### src/rtl/fetch_sequencer.sv
// fetch_sequencer: instruction-fetch controller driving the instruction
// memory / IR block. It walks FETCH -> LOAD -> ISSUE per instruction, hands
// the latched instruction to decode over a valid/ready handshake, then
// advances the PC sequentially (modulo 2^PC_WIDTH) or to a branch target.
//
// Optional feature: define FETCH_PERF_CNT_EN to build the 32-bit
// accepted-instruction counter on fetch_count; otherwise fetch_count is 0.

module fetch_sequencer #(
  parameter int                  PC_WIDTH = 16,
  parameter logic [PC_WIDTH-1:0] RESET_PC = '0
) (
  input  logic                clk,
  input  logic                rstn,
  input  logic                run,
  input  logic                dec_ready,
  input  logic                branch_valid,
  input  logic [PC_WIDTH-1:0] branch_target,
  input  logic                halt_req,
  output logic [PC_WIDTH-1:0] program_counter,
  output logic                loadIR,
  output logic                ir_valid,
  output logic                halted,
  output logic [31:0]         fetch_count
);

  // HALT uses the third state bit; the four working states keep the 2-bit codes.
  typedef enum logic [2:0] {
    IDLE  = 3'd0,
    FETCH = 3'd1,
    LOAD  = 3'd2,
    ISSUE = 3'd3,
    HALT  = 3'd4
  } state_t;

  state_t state, next_state;
  logic   accept;

  // A handshake completes when the IR is presented and decode takes it.
  assign accept = (state == ISSUE) && dec_ready;

  // State register; reset drops any in-flight instruction back to IDLE.
  always_ff @(posedge clk or negedge rstn) begin
    if (!rstn) begin
      state <= IDLE;
    end else begin
      // NOTE: flops use non-blocking assignment so every register samples
      // pre-edge values regardless of block ordering.
      state <= next_state;
    end
  end

  // Next-state logic; run only gates the IDLE exit and the post-accept choice,
  // so dropping it mid-instruction lets that instruction finish.
  always_comb begin
    // NOTE: default first so every path assigns next_state and no latch is inferred.
    next_state = state;
    unique case (state)
      IDLE:    if (run) next_state = FETCH;
      FETCH:   next_state = LOAD;
      LOAD:    next_state = ISSUE;
      ISSUE: begin
        if (accept) begin
          if (halt_req) next_state = HALT;
          else if (run) next_state = FETCH;
          else          next_state = IDLE;
        end
      end
      HALT:    next_state = HALT;
      default: next_state = IDLE;
    endcase
  end

  // Moore outputs decoded straight from the state flops.
  always_comb begin
    loadIR   = 1'b0;
    ir_valid = 1'b0;
    halted   = 1'b0;
    unique case (state)
      LOAD:    loadIR   = 1'b1;
      ISSUE:   ir_valid = 1'b1;
      HALT:    halted   = 1'b1;
      default: ;
    endcase
  end

  // PC register: only an accept moves it, so IDLE, stalls and HALT hold it.
  always_ff @(posedge clk or negedge rstn) begin
    if (!rstn) begin
      program_counter <= RESET_PC;
    end else if (accept) begin
      if (branch_valid) program_counter <= branch_target;
      else              program_counter <= program_counter + PC_WIDTH'(1);
    end
  end

`ifdef FETCH_PERF_CNT_EN
  // Accepted-instruction counter; free-running wrap, cleared only by reset.
  always_ff @(posedge clk or negedge rstn) begin
    if (!rstn) begin
      fetch_count <= 32'h0;
    end else if (accept) begin
      fetch_count <= fetch_count + 32'd1;
    end
  end
`else
  assign fetch_count = 32'h0;
`endif

endmodule

### config.mk
export PLATFORM = sky130hd
export DESIGN_NAME = fetch_sequencer
export DESIGN_NICKNAME = d
export VERILOG_FILES = /design/src/rtl/fetch_sequencer.sv
export SDC_FILE = /design/constraint.sdc
export NUM_CORES = 1
export LEC_CHECK = 0
export CAP_MARGIN = 20
export CORE_UTILIZATION = 40
export DETAILED_ROUTE_END_ITERATION = 10
export PLACE_DENSITY = 0.83
export SYNTH_ARGS = -nofsm -noshare
export SYNTH_HDL_FRONTEND = slang
export SYNTH_SLANG_ARGS = --single-unit
export TNS_END_PERCENT = 50
### constraint.sdc
create_clock -name clk -period 2 [get_ports clk]
set_input_delay 0.3 -clock clk [delete_from_list [all_inputs] [get_ports clk]]
set_output_delay 0.3 -clock clk [all_outputs]
set_load 0.05 [all_outputs]
# == Yosys cells after proc, flatten, opt, wreduce, memory -nomap -nowiden ==
# Cells that the tools add are included.
# classes
addsub,1
n_eq_ne,6
n_mux,9
n_reduce_logical,3
# ops
cell,n
"adder 16 x 1 -> 16 bit, second input constant",1
two-way mux 16 bit,1
one-hot mux 3 bit (5 select lines),1
two-way mux 3 bit,3
"equality test 3 x 2 -> 1 bit, second input constant",2
two-way mux 1 bit,4
"inequality test 2 bit, second input constant",2
"equality test 3 x 1 -> 1 bit, second input constant",1
"equality test 3 bit, second input constant",1
logical NOT 3 bit,1
AND reduction 2 bit,1
logical AND 1 bit,1
# word_totals
ff_bits,19
in_bits,22
output_inout_bits,51
wordCells,21

# == Longest topological paths before layout ==
# depth
depth_word,4
depth_mapped,6

# == Least setup slack after synthesis ==
# No wires, ideal clock.
# synth_path
kind,register to register
start,register program_counter[0]
end,register program_counter[12]
setup_time_ns,0.070
t_arrival_ns,1.824
t_required_ns,1.930
setup_slack_ns,0.106
stages_incl_launch_ff,7
n_path_buf,1
period_less_slack_ns,1.894
cell_sequence,dfrtp_1 ha_1 and4_1 buf_6 nand3_2 or4_1 nand3_1
# synth_between
elab_chain_len,2
# synth_rtl
element,line_no,text
"start, declared",20,"output logic [PC_WIDTH-1:0] program_counter,"
"start signal, assigned",92,if (branch_valid) program_counter <= branch_target;
"start signal, assigned",93,else program_counter <= program_counter + PC_WIDTH'(1);
adder 16 x 1 -> 16 bit,93,
two-way mux 16 bit,92,
# Every way passes these cells.
# A chain may end at the register's enable or synchronous reset.

# == Final worst setup path ==
# layout_path
start,register program_counter[6]
end,output port program_counter[6]
# No word-level cell between the ends.

==> metrics.csv <==
metric,value,unit
grt_start_max_net_pins,38,
core.rowCount,21,
area_growth_syn_to_layout,23.70,%
grt_overflow,0,
ant_nets,0,
htreeDepth,1,
hold_viol,0,
grt_pass1_wl,5.119,mm
num_vias,1336,
arrival,1.64,ns
drv_cap,0,
cts_num_sinks,19,
fp.dieH,62.58,µm
cts-root-buf,clkbuf_4,
synth_top_area_share,32.40,%
synth-edff-count,0,
gp_congestion,0.7927,
swShare,55.92,%
timing.final.max_slew_violations,0,
layout_commonest_cell,clkdlybuf4s50_1,
p_int,0.001211,W
power_frac_comb,62.7,%
p_leak,0.8142,nW
synth_cell_types,42,
cts_buffers,3,
port-buffer-count,40,
post-route-period-util,96.89,%
yosys_warnings,0,
slowest_delay,0.85,ns
insertion_delay,0.30,ns
skew,0.004653,ns
grt_pass1_vias,1114,
r2r_slack,0.19,ns
diodes,0,
worst_pin_slew,0.5011,ns
p_sw,0.001536,W
crit_slowest_cell,clkdlybuf4s50_1,
power_density,1513,mW/mm²
cts_tree,yes,
slew-limit-headroom,66.49,%
grt_setup_unrepaired,no,
dr.first_iter.drc_count,70,
worstHoldPathType,input port to asynchronous set/reset pin,
wl_per_cell,12.13,µm
fin_nets,241,
timing.rr.start,program_counter[0],
most-common-layout-cells,"clkdlybuf4s50_1 (36), conb_1 (32), dfrtp_1 (19)",
peakVddDrop,0.6727,mV
r2r_end,program_counter[12],
syn_avg_cell_area,8.154,µm²
path_delay_family,buffers and inverters,
pwr-share-clk,7.4,%
finalSetupTns,0,ns
synth_area,0.001468,mm²
place_ws,0.2269,ns
crit_chain,clkdlybuf4s50_1,
ys_seq_area_share,32.40,%
dieArea,0.003916,mm²
max_freq,516.0,MHz
synthArstFlopShare,100.0,%
cts_buffer_depth,2,
core_area,0.003416,mm²
viasPerCell,5.080,
ctsHoldBuffers,0,
ios,73,
critPathMaxFanout,8,
route.detailed.drc,0,
setup_slack,0.06215,ns
die_w,62.58,µm
drtPass1Iterations,4,
synth_area_leaders,"dfrtp_1 (32%), buf_4 (17%), o21ai_0 (5.1%), a21oi_1 (4.4%), nand3_1 (4.1%)",
start_util,42.97,%
synth-seq-cells,19,
outcome,"finished, final reports clean",
cp.required,1.70,ns
finalSetupViolCount,0,
totalWireLength,3.190,mm
drive_gt1_share,6.452,%
grt.total_usage,16.07,%
r2r_cells,5,
netlist_instances,180,
ys.flop_type,dfrtp_1,
cp-start-kind,flop,
end_kind,primary output,
min_period,1.938,ns
path_clk_slew,0.11,ns
pwr-share-seq,29.9,%
antenna_found_initial,0,
worstSetupPathType,flop to primary output,
hpwlAfterDp,2.249,mm
path_buf_inv,1,
yosysTopAreaCell,dfrtp_1,
## state kept, by name, summed over array words and instances (netlist names)
name,flops
program_counter,16
state,3
## final cells by class
| type | count | area (µm²) |
|---|---|---|
| Fill cell | 345 | 1600 |
| Multi-Input combinational cell | 143 | 788.3 |
| Sequential cell | 19 | 475.5 |
| Timing Repair Buffer | 45 | 445.4 |
| Tap cell | 46 | 57.56 |
| Clock buffer | 4 | 26.28 |
| Inverter | 6 | 22.52 |
## Yosys cell counts, types with 2 or more instances
master	count
and4_1	2
a311o_1	2
nor4_1	2
nor2b_1	2
mux2i_1	2
nor3b_1	2
nand4_1	3
a41o_1	2
o21a_1	2
o21ai_0	15
nand2_1	7
nor3_1	7
clkbuf_1	2
buf_4	33
buf_1	3
inv_1	6
and3_1	5
nand3_1	12
nor2_1	11
a21oi_1	13
dfrtp_1	19
o22a_1	2
buf_2	4
a31oi_1	4
## cells by family (layout without fill, tap and decap cells)
family / after synthesis / count (layout) / share of synthesized area, %
AND/OR/NAND/NOR: 62 / 62 / 23.87
buffers and inverters: 49 / 55 / 21.82
AO/OA/AOI/OAI: 46 / 46 / 19.44
flip-flops: 19 / 19 / 32.40
multiplexers: 2 / 2 / 1.364
adder cells (fa/ha/maj): 1 / 1 / 0.8524
other: 1 / 32 / 0.2555
## what timing repair did
| action | CTS | global route |
|---|---|---|
| gates resized for setup | 0 | 1 |
| buffers inserted | 0 | 0 |
| endpoints found under the setup margin | 0 | 1 |
## worst reg2reg max path: stages, from the launching register on
cell and delay [ns]:
dfrtp_1 0.44, ha_1 0.27, and4_1 0.42, nand3_2 0.13, or4_1 0.40, nand3_1 0.09
## stage by stage
step	util (%)	cells	total power [W]	instance area, µm²	hold WS (ns)
after CTS	53.08	263	0.002764	1813	0.3257
after global routing	53.15	263	0.002920	1815	0.3418
after detailed placement	52.31	259	0.002552	1787	0.5162
final	53.15	263	0.002747	1815	0.3306
after global placement	52.31	259	0.002520	1787	0.5197
after floorplan	-	211	0.002057	1584	0.004409
## power by group through the flow
| stage | sequential [W] | clock [W] | combinational [W] |
|---|---|---|---|
| after global routing | 0.000866 | 0.000231 | 0.00182 |
| after detailed placement | 0.000827 | 0 | 0.00172 |
| after CTS | 0.000817 | 0.000217 | 0.00173 |
| after global placement | 0.000818 | 0 | 0.00170 |
| final | 0.000821 | 0.000203 | 0.00172 |
| after floorplan | 0.00128 | 0 | 0.000774 |
## routing by layer
layer  vias up  GRT usage [%]  share of wire (%)
met5         -              0                  0
met2        52          25.54                 45
li1        659              -                  -
met1       621          22.00                 48
met4         0          4.942               0.97
met3         4          2.920                6.2
## how the worst max path moves through the flow
stage                                to          startpoint  depth (start not counted)
floorplan           program_counter[12]  program_counter[0]                          6
global placement    program_counter[12]  program_counter[0]                          5
detailed placement   program_counter[7]           dec_ready                          4
CTS                  program_counter[3]  program_counter[3]                          1
global route         program_counter[6]  program_counter[6]                          1
finish               program_counter[6]  program_counter[6]                          1
(Power assumes the default switching activity.)
